### src/rtl/run_ctrl_pkg.sv
// Shared run-control definitions for the CPU sequencer and board-level decode.
// Latency: n/a (types only).
// Backpressure: n/a.
// Exports run_state_t so LED/hex logic can decode cpu_run_ctrl.state directly.
package run_ctrl_pkg;

  typedef enum logic [1:0] {
    S_RST   = 2'd0,
    S_IDLE  = 2'd1,
    S_RUN   = 2'd2,
    S_BREAK = 2'd3
  } run_state_t;

endpackage

### src/rtl/tick_gen.sv
// Free-running divider emitting a one-cycle tick every DIV enabled cycles.
// Latency: tick is combinational from the count; first tick DIV-1 enabled edges after clear.
// Backpressure: none; clr forces the count to zero and suppresses tick.
// Ports: clk, rst (async high), clr (sync clear), en (count enable), tick (terminal count).
module tick_gen #(
  parameter int DIV = 4
) (
  input  logic clk,
  input  logic rst,
  input  logic clr,
  input  logic en,
  output logic tick
);

  localparam int W = (DIV > 1) ? $clog2(DIV) : 1;
  localparam logic [W-1:0] LAST = W'(DIV - 1);

  logic [W-1:0] cnt;

  always_ff @(posedge clk or posedge rst) begin
    if (rst) begin
      cnt <= '0;
    end else if (clr) begin
      cnt <= '0;
    end else if (en) begin
      cnt <= (cnt == LAST) ? '0 : cnt + 1'b1;
    end
  end

  // Terminal-count cycle; the consumer acts on the edge that ends it.
  assign tick = en && !clr && (cnt == LAST);

endmodule

### src/rtl/cpu_run_ctrl.sv
// Run-control sequencer: CPU reset sequence, single-step, paced free-run, PC breakpoint.
// Latency: all outputs registered; step request -> cpu_ce on the next edge.
// Backpressure: none; requests not legal in the current state are dropped.
// Ports: clk/rst system clock and async reset; reset_req/step_req one-cycle pulses;
//        run_en/bp_en levels; bp_addr/pc breakpoint compare; cpu_ce/cpu_rst to the core;
//        state/bp_hit/instr_count for debug display.
module cpu_run_ctrl
  import run_ctrl_pkg::*;
#(
  parameter int TICK_DIV     = 50_000_000,
  parameter int RESET_CYCLES = 4,
  parameter int CNT_W        = 32
) (
  input  logic             clk,
  input  logic             rst,
  input  logic             reset_req,
  input  logic             step_req,
  input  logic             run_en,
  input  logic             bp_en,
  input  logic [31:0]      bp_addr,
  input  logic [31:0]      pc,
  output logic             cpu_ce,
  output logic             cpu_rst,
  output logic [1:0]       state,
  output logic             bp_hit,
  output logic [CNT_W-1:0] instr_count
);

  localparam int RW = (RESET_CYCLES > 1) ? $clog2(RESET_CYCLES) : 1;
  localparam logic [RW-1:0] RCNT_INIT = RW'(RESET_CYCLES - 1);

  run_state_t  st;
  logic [RW-1:0] rcnt;
  logic        div_en;
  logic        div_clr;
  logic        tick;
  logic        bp_match;

  assign state = st;

  // The divider only runs while we stay in S_RUN; any exit or reset request
  // zeroes it so the next run entry starts a full TICK_DIV period.
  assign div_en  = (st == S_RUN);
  assign div_clr = reset_req || (st != S_RUN) || !run_en;

  tick_gen #(.DIV(TICK_DIV)) u_tick_gen (
    .clk  (clk),
    .rst  (rst),
    .clr  (div_clr),
    .en   (div_en),
    .tick (tick)
  );

  // pc is stable between enables, so comparing it in the terminal-count
  // cycle tests the instruction that would execute next.
  assign bp_match = bp_en && (pc == bp_addr);

  always_ff @(posedge clk or posedge rst) begin
    if (rst) begin
      st          <= S_RST;
      rcnt        <= RCNT_INIT;
      cpu_rst     <= 1'b1;
      cpu_ce      <= 1'b0;
      bp_hit      <= 1'b0;
      instr_count <= '0;
    end else begin
      cpu_ce <= 1'b0;
      if (reset_req) begin
        st          <= S_RST;
        rcnt        <= RCNT_INIT;
        cpu_rst     <= 1'b1;
        bp_hit      <= 1'b0;
        instr_count <= '0;
      end else begin
        case (st)
          S_RST: begin
            if (rcnt == '0) begin
              st      <= S_IDLE;
              cpu_rst <= 1'b0;
            end else begin
              rcnt <= rcnt - 1'b1;
            end
          end
          S_IDLE: begin
            if (run_en) begin
              st <= S_RUN;
            end else if (step_req) begin
              cpu_ce      <= 1'b1;
              bp_hit      <= 1'b0;
              instr_count <= instr_count + 1'b1;
            end
          end
          S_RUN: begin
            if (!run_en) begin
              st <= S_IDLE;
            end else if (tick) begin
              if (bp_match) begin
                // Halt before the instruction at bp_addr executes.
                st     <= S_BREAK;
                bp_hit <= 1'b1;
              end else begin
                cpu_ce      <= 1'b1;
                bp_hit      <= 1'b0;
                instr_count <= instr_count + 1'b1;
              end
            end
          end
          S_BREAK: begin
            // Step past the breakpoint, or abandon the run; both land in
            // S_IDLE so a resume always re-arms the divider from zero.
            if (step_req) begin
              st          <= S_IDLE;
              cpu_ce      <= 1'b1;
              bp_hit      <= 1'b0;
              instr_count <= instr_count + 1'b1;
            end else if (!run_en) begin
              st <= S_IDLE;
            end
          end
          default: begin
            st <= S_RST;
          end
        endcase
      end
    end
  end

endmodule

### config.mk
export PLATFORM = sky130hd
export DESIGN_NAME = cpu_run_ctrl
export DESIGN_NICKNAME = d
export VERILOG_FILES = /design/src/rtl/run_ctrl_pkg.sv /design/src/rtl/tick_gen.sv /design/src/rtl/cpu_run_ctrl.sv
export SDC_FILE = /design/constraint.sdc
export NUM_CORES = 1
export LEC_CHECK = 0
export CORE_ASPECT_RATIO = 0.5
export CORE_MARGIN = 5
export CORE_UTILIZATION = 45
export CTS_CLUSTER_DIAMETER = 200
export DETAILED_ROUTE_END_ITERATION = 10
export PLACE_DENSITY = 0.75
export SYNTH_ARGS = -nofsm -noshare
export SYNTH_HDL_FRONTEND = slang
export SYNTH_SLANG_ARGS = --single-unit
### constraint.sdc
create_clock -name clk -period 5.58 [get_ports clk]
set_clock_uncertainty 0.05 [all_clocks]
set_input_delay 1.395 -clock clk [delete_from_list [all_inputs] [get_ports clk]]
set_output_delay 1.395 -clock clk [all_outputs]
set_load 0.03 [all_outputs]
==> flow_summary.json <==
{
  "run_status": "finished clean",
  "syn_inst": 445,
  "rr_worst_depth": 7,
  "cp_max_fo": 49,
  "yosysMostFrequentCell": "dfrtp_1",
  "drt-initial-drc-count": 269,
  "initial_core_util_pct": 46.4,
  "final_nets": 621,
  "antenna_found_initial": 0,
  "path_clk_slew_ps": 60,
  "crit_top_cell": "or4_1",
  "startpoint_type": "primary input",
  "grt_pass1_vias": 3540,
  "whs_path_depth": 1,
  "numPortBuffers": 106,
  "report.final.slew_viol_count": 0,
  "clkSinkCount": 65,
  "syn2layout_area_growth_pct": 35.8,
  "cts_buffers": 9,
  "worst_setup_path_end_kind": "flop",
  "fmax_mhz": 247,
  "yosys_warnings": 0,
  "drc": 0,
  "path_cells": "clkdlybuf4s50_1, xor2_1, or4_1, nor4_1, and3_2, buf_4, or4_1, a21oi_1",
  "nFillCells": 763,
  "hold_violations": 0,
  "cts_resized": 0,
  "period_minus_slack_ps": 4050,
  "cts_setup_buffers": 0,
  "grt_pass1_wl_microns": 17200,
  "critPathKind": "in2reg",
  "synth_seq_cells": 65,
  "place_worst_setup_slack_ps": 1190,
  "die_y_microns": 77.2,
  "wl_microns": 10500,
  "cts_hold_buf": 0,
  "grtUsageTotal_pct": 19.1,
  "required_ps": 5720,
  "setup_viol": 0,
  "vias_per_cell": 5.68,
  "cts_tree": "done",
  "p_leak_uw": 0.00207,
  "drv_cap": 0,
  "cp.arrival_ps": 4190,
  "placedCellCount": 650,
  "ys_seq_area_share_pct": 40.1,
  "cpPeakStageDelay_ps": 780,
  "netlist_area_sq_mm": 0.00407,
  "cts_buffer_depth": 2,
  "synth_edf_count": 0,
  "rows": 24,
  "peakVddDrop_uv": 171,
  "diodes": 0,
  "insertion_delay_ps": 330,
  "overflow": 0,
  "syn_avg_cell_area_sq_um": 9.14,
  "worstMarginPinSlew_ps": 969,
  "final_layout_size_suffix_gt1_share_pct": 6.01,
  "hpwl_microns": 7640,
  "slowest_stage": "and3_2",
  "gp_congestion": 0.800,
  "die_area_sq_mm": 0.0111,
  "vias": 3781,
  "h-tree-depth": 3,
  "postRouteAntennaNets": 0,
  "cts-root-buf": "clkbuf_16",
  "firstDrtPassIters": 5,
  "ys.flop_type": "dfrtp_1",
  "crit_cells": 8,
  "cp.buffers_inverters": 2,
  "ys_top_cells_by_count": "dfrtp_1 (62), nor2_1 (37), xnor2_1 (35), a21oi_1 (29), or4_1 (25)",
  "hold_path.class": "reg2reg",
  "design.core.area_sq_mm": 0.00877,
  "critPathTopFamily": "simple AND/OR/NAND/NOR gates",
  "async_flop_share_pct": 100,
  "synth.largest_area_cell": "dfrtp_1",
  "multi_input_area_sq_mm": 0.00229,
  "wl_per_cell_microns": 15.7,
  "die_w_microns": 144,
  "yosys-top-cells-area": "dfrtp_1 (38%), xnor2_1 (7.5%), xor2_1 (4.7%)",
  "final-instance-count-excl-fill": 666,
  "slew_headroom_pct": 35.3,
  "grt_max_degree": 50,
  "synth.distinct_cells": 50,
  "fin_setup_tns_ps": 0,
  "rsz0062_at_grt": "false",
  "seqCellArea_sq_mm": 0.00163,
  "power_density_mw_per_mm2": 243,
  "fin_crit_sh_pct": 72.5,
  "synth_top_area_share_pct": 38.2,
  "syn-num-nets": 522,
  "io_pins": 107,
  "power.total_uw": 1340,
  "setup_ws_ps": 1530
}
-- flip-flops by register name (all words and copies together) (netlist names) --
signal          cells
instr_count        32
u_tick_gen.cnt     26
rcnt                2
state               2
bp_hit              1
cpu_ce              1
cpu_rst             1
-- worst reg2reg max path, delay by kind of cell (launching register included) --
family	cells	cell delay (ps)
simple gates	5	2030
buf+inv	1	270
flops	1	420
compound gates	1	160
-- through the flow --
step	utilization (%)	hold slack (ps)	instance area, sq um
6_report	63.0	441	5520
3_5_place_dp	59.3	434	5200
2_1_floorplan	-	396	4070
3_3_place_gp	59.3	426	5200
5_1_grt	63.0	475	5520
4_1_cts	63.0	443	5520
-- routing by layer --
metal | vias up | GRT usage, % | wire (microns)
li1 | 1847 | - | -
met1 | 1831 | 25.5 | 4690
met2 | 88 | 30.3 | 5080
met3 | 15 | 5.34 | 541
met4 | 0 | 5.49 | 175
met5 | - | 0 | 0
-- cells by family (layout without fill, tap and decap cells) --
| logic type | count (synthesis) | in the layout | share of synthesized area [%] |
|---|---|---|---|
| flip-flops | 65 | 65 | 40.1 |
| buffers and inverters | 33 | 137 | 3.60 |
| adder cells (fa/ha/maj) | 7 | 7 | 2.15 |
| multiplexers | 4 | 4 | 1.11 |
| XOR/XNOR | 57 | 57 | 12.3 |
| AO/OA/AOI/OAI | 74 | 74 | 11.4 |
| AND/OR/NAND/NOR | 205 | 205 | 29.3 |
-- cell usage in the layout, fill, tap and decap left out, types with 2 or more instances in the layout --
cell type / synthesis / final
o21ai_0: 10 / 10
nor4_1: 7 / 7
nor2b_1: 5 / 5
bufinv_16: 0 / 2
nor2_1: 37 / 37
or4_1: 25 / 25
nand2_1: 23 / 23
and4_1: 11 / 11
nand4_1: 20 / 20
o31ai_1: 23 / 23
nand4b_1: 2 / 2
o2111ai_1: 2 / 2
mux2_1: 2 / 2
buf_4: 0 / 4
nand2b_1: 7 / 7
nand3b_1: 2 / 2
ha_1: 7 / 7
nand3_1: 23 / 23
dfstp_2: 3 / 3
inv_1: 11 / 10
dfrtp_1: 62 / 62
xnor2_1: 35 / 35
xor2_1: 22 / 22
and3_1: 12 / 11
or3_1: 9 / 9
nor3b_1: 3 / 3
and2_1: 6 / 6
clkbuf_16: 0 / 9
clkinv_2: 0 / 2
nor3_1: 5 / 5
clkdlybuf4s50_1: 0 / 106
a21oi_1: 29 / 29
mux2_2: 2 / 2
-- power breakdown --
group / switching (uW) / total (uW) / internal, uW / leakage, uW
Sequential: 12.3 / 504 / 492 / 0.000896
Combinational: 123 / 236 / 113 / 0.00102
Clock: 199 / 601 / 402 / 0.000159
Total: 334 / 1340 / 1010 / 0.00207
-- cell type report --
type / instances / area share [%]
multi-input cells: 347 / 41.5
flip-flops and latches: 65 / 29.5
repair buffers: 110 / 19.8
clock buffers: 11 / 4.40
well taps: 117 / 2.65
clock inverters: 5 / 1.43
inverters: 11 / 0.748
-- path summary, 6_finish.rpt --
| check | start | endpoint | slack, ps |
|---|---|---|---|
| setup / recovery | bp_addr[0] | instr_count[14] | 1530 |
| hold / removal | u_tick_gen.cnt[0] | u_tick_gen.cnt[0] | 440 |
| hold reg to reg | u_tick_gen.cnt[0] | u_tick_gen.cnt[0] | 440 |
| setup reg to reg | u_tick_gen.cnt[11] | instr_count[29] | 2570 |
| max in group asynchronous | rst | rcnt[0] | 3030 |
| min in group asynchronous | rst | instr_count[30] | 1570 |
(Power assumes the default switching activity.)
==> RTL edit 1: new RTL, same flow settings <==
Set the parameter `CNT_W` to 24 (it was 32).
--- a/src/rtl/cpu_run_ctrl.sv
+++ b/src/rtl/cpu_run_ctrl.sv
@@ -10,5 +10,5 @@
   parameter int TICK_DIV     = 50_000_000,
   parameter int RESET_CYCLES = 4,
-  parameter int CNT_W        = 32
+  parameter int CNT_W        = 24
 ) (
   input  logic             clk,
Ports: changed (resized instr_count); port bits go from 107 to 99. The function was not compared with the original's and may differ.
==> RTL edit 1 against the unedited design <==
- global-route usage up 0.69 points
- sequential cell count shrank 8
- utilization increased by 0.52 points
- cell count fell by 5.6%
- via count decreased by 11%
- final area fell by 8.0%
- wire length is 9.7% lower
- power is 0.14% higher
- sequential power is 7.5% lower
- setup slack lost 39 ps
- combinational power rose by 25%
- synthesized area decreased by 9.4%
- critical endpoint is now instr_count[9]
==> RTL edit 1: results (changes against the unedited design) <==
Seq cells 57 (-12%); worst slew pin tran 969.4 ps (+0.7483 ps); status finished clean; Signal buffers 102 (-7.3%); Seq/Total Area, Yosys 38.82% (-1.3 points); slowest CP cell nor4_4; Max Clk Rate 244.8 MHz (-0.96%); #MultiIn Comb 327 (-5.8%); top post-synthesis cells by area dfrtp_1 37%, xor2_1 7.4%, nor2_1 5.6%, xnor2_1 3.8%, mux2_2 3.7%; Data buffer area share 19.91% (+0.14 points); Compound-Gate Fraction of Synth Area 8.356% (-3.1 points); Synth Area in Adders 2.378% (+0.22 points); Largest regs u_tick_gen.cnt x26, instr_count x24; HPWL after detailed placement 7139 um (-6.6%); sequential share of cell area 28.16% (-1.4 points); WP data arrival 4240 ps (+50 ps); Worst R2R Setup Slack 2730 ps (+160 ps); clk cell area share 6.208% (+0.38 points); CP max stage delay 860 ps (+80 ps); synth cell count leaders 55 x nor2_1, 54 x dfrtp_1, 31 x xor2_1; DRT Pass-1 Iters 4 (-1); invs w/o clock 15 (+4); fraction of area in multi-input gates 41.86% (+0.38 points); Crit Path Max Fanout 21 (-57%); LEAKAGE 1.970 nW (-4.9%); syn nets 494 (-5.4%); nets 589 (-5.2%); first-pass GRT wire length 16,070 um (-6.5%); 1st-iter DRT viols 195 (-28%); fillers 700 (-8.3%); peak supply drop 0.0001825 V (+6.7%); layout cells sized above 1 8.897% (+2.9 points); Total GRT Usage 19.79% (+0.69 points); Port Buffers 98 (-7.5%); Yosys cell types 42 (-16%); mux contribution to synthesized area 3.940% (+2.8 points); vias in the first global route 3,305 (-6.6%); Core Rows 23 (-4.2%)
[RTL edit 1: cell count changes in the layout (fill, tap and decap cells not counted), moves of 10 or more]
cell | before | now
a21oi_1 | 29 | 12
xnor2_1 | 35 | 16
o31ai_1 | 23 | 9
nor2_1 | 37 | 55
nor2b_1 | 5 | 16
mux2_2 | 2 | 12
[RTL edit 1: per-layer routing]
metal / up-vias / track usage, % / routed length, um
met5: - / 0 / 0
met3: 12 / 4.932 / 362
met1: 1619 / 25.13 / 4229
li1: 1683 / - / -
met2: 68 / 35.10 / 4760
met4: 0 / 3.834 / 111
[RTL edit 1: logic make-up after synthesis]
group / after synthesis
AOI/OAI and AO/OA: 46
xor gates and xnor gates: 47
adders and majority gates: 7
buffers and inverters: 33
DFF: 57
muxes: 13
and+or+nand+nor: 214
[RTL edit 1: per-stage QoR]
step / hold WS (ps) / util (%) / std cells / power (mW)
after floorplan: 397.9 / - / 417 / 0.6469
after global placement: 411.9 / 59.54 / 613 / 0.7649
final: 423.1 / 63.48 / 629 / 1.343
after detailed placement: 419.4 / 59.54 / 613 / 0.7706
after CTS: 429.8 / 63.48 / 629 / 1.355
after global routing: 444.6 / 63.48 / 629 / 1.411
[RTL edit 1: where the power goes]
part | leakage, nW | internal, mW | total, mW | switching [mW]
Combinational | 1.03 | 0.140 | 0.296 | 0.157
Clock | 0.154 | 0.402 | 0.581 | 0.179
Sequential | 0.782 | 0.441 | 0.466 | 0.0246
[RTL edit 1: final timing paths]
path / from / end
min in group asynchronous: rst / u_tick_gen.cnt[14]
max: bp_addr[0] / instr_count[9]
max in group asynchronous: rst / rcnt[1]
min: bp_hit / bp_hit
max reg2reg: u_tick_gen.cnt[11] / instr_count[5]
min reg2reg: bp_hit / bp_hit
==> RTL edit 2: new RTL, same flow settings <==
Made on the original files. Make the reset (`rst`) synchronous in 2 clocked blocks. Comments in the files are not updated.
--- a/src/rtl/tick_gen.sv
+++ b/src/rtl/tick_gen.sv
@@ -18,5 +18,5 @@
   logic [W-1:0] cnt;
 
-  always_ff @(posedge clk or posedge rst) begin
+  always_ff @(posedge clk) begin
     if (rst) begin
       cnt <= '0;
--- a/src/rtl/cpu_run_ctrl.sv
+++ b/src/rtl/cpu_run_ctrl.sv
@@ -56,5 +56,5 @@
   assign bp_match = bp_en && (pc == bp_addr);
 
-  always_ff @(posedge clk or posedge rst) begin
+  always_ff @(posedge clk) begin
     if (rst) begin
       st          <= S_RST;
Behaviour: differs if rst is asserted again (counterexample within 10 cycles, from zero or initial values and one cycle with rst high); with rst held inactive, the same outputs for 10 cycles.
==> RTL edit 2 against the unedited design <==
- largest cell class unchanged
- synthesized cell count up 4.9%
- global-route usage up 0.54 points
- first-iteration DRC count down 14%
- final area down 2.7%
- utilization down 0.60 points
- highest routed layer unchanged
- setup slack better by 370 ps
- wire length up 2.8%
- synthesized area down 2.8%
- sequential cell count unchanged
Power is not compared: it rests on default switching activity, and its combinational part moved more than twofold at a synthesized area within 25%.
==> RTL edit 2: results (changes against the unedited design) <==
status finished clean; clk buf depth 2 (unchanged); Critical Path Source run_en; met1 usage 25.38% (-0.091 points); Placed Cells 667 (+2.6%); Hold/Removal Path Class reg2reg; CP max stage delay 660 ps (-120 ps); syn nets 546 (+4.6%); top post-synthesis cells by area dfxtp_1 33%, xor2_1 8.2%, xnor2_1 3.8%, nand2_1 3.7%, nand3_1 3.7%; Yosys cell types 51 (+2.0%); Via Count 3,836 (+1.5%); DRT Pass-1 Iters 4 (-1); first-pass GRT wire length 17,620 um (+2.5%); Async S/R FF share, synth 0% (-100 points); slowest CP cell clkdlybuf4s50_1; 1st-iter DRT viols 232 (-14%); Total GRT Usage 19.65% (+0.54 points); Syn Inst Count 467 (+4.9%); fillers 747 (-2.1%); Slew HR 32.27% (-3.1 points); predominant post-synthesis flop cell dfxtp_1; vias in the first global route 3,579 (+1.1%); pre-CTS WS 1623 ps (+436.2 ps); HPWL after detailed placement 7822 um (+2.4%); initial antenna violation count 0 (unchanged); WP data arrival 3890 ps (-300 ps); largest net degree at the start of global routing 51 (+2.0%); Routed WL 10,780 um (+2.8%); met2 GRT Util 32.58% (+2.3 points); Port Buffers 106 (unchanged); nets 640 (+3.1%); Via density 5.616 (-1.1%); peak supply drop 0.0001373 V; Reg-to-Reg Start state[0]; synth cell count leaders 65 x dfxtp_1, 39 x nand2_1, 37 x xor2_1; Seq/Total Area, Yosys 32.94% (-7.2 points); worst hold start cpu_rst; layout cells sized above 1 5.477% (-0.53 points); Worst-Skew Late Latency 330 ps (about the same); GPL Wtd Cong 0.7998 (about the same); Crit Path Max Fanout 37 (-24%); GR Layer Usage met3 4.953% (-0.39 points); Post-CTS Setup Bufs 0 (unchanged)
[RTL edit 2: through the flow]
step                      area, um^2  hold WS (ps)
after CTS                       5374         400.2
after detailed placement        5065         391.5
after floorplan                 3950         405.1
after global routing            5374         435.3
after global placement          5065         382.1
final                           5374         395.1
[RTL edit 2: report_power, final]
group / total, mW / internal (mW) / switching (mW)
Clock: 0.583 / 0.382 / 0.202
Combinational: 0.105 / 0.0637 / 0.0415
Sequential: 0.466 / 0.465 / 0.000394
Total: 1.15 / 0.911 / 0.243
[RTL edit 2: area by class of cell]
cell class,instances,share of cell area (%)
clock buffer,14,5.099
clock inverter,2,0.6519
inverter,6,0.4191
multi-input combinational,369,46.59
sequential,65,24.21
tap,117,2.724
timing repair buffer,110,20.30
[RTL edit 2: logic make-up after synthesis]
logic type | Yosys count | synth area share, %
DFF | 65 | 32.94
adders and majority gates | 9 | 2.851
muxes | 15 | 3.864
buffers and inverters | 33 | 4.022
AOI/OAI and AO/OA | 56 | 10.10
xor gates and xnor gates | 54 | 11.97
and+or+nand+nor | 235 | 34.24
[RTL edit 2: layer usage]
layer	share of wire, %	routed length [um]
met4	1.1	114
met2	48	5214
met5	0	0
met3	4.8	518
met1	46	4929
[RTL edit 2: worst paths after layout]
check / slack [ps] / depth (start not counted) / end
max: 1900 / 8 / instr_count[0]
max reg2reg: 2570 / 9 / instr_count[0]
min reg2reg: 400 / 2 / cpu_rst
min: 400 / 2 / cpu_rst
[RTL edit 2: worst register-to-register path, cell delays in order, from the launching register on]
cell     delay [ps]
dfxtp_1         360
inv_1           140
ha_1            530
and3b_1         260
nand3_1         120
nor3_4          280
o21ai_2         200
buf_4           290
nor3_1          480
mux2i_1         230
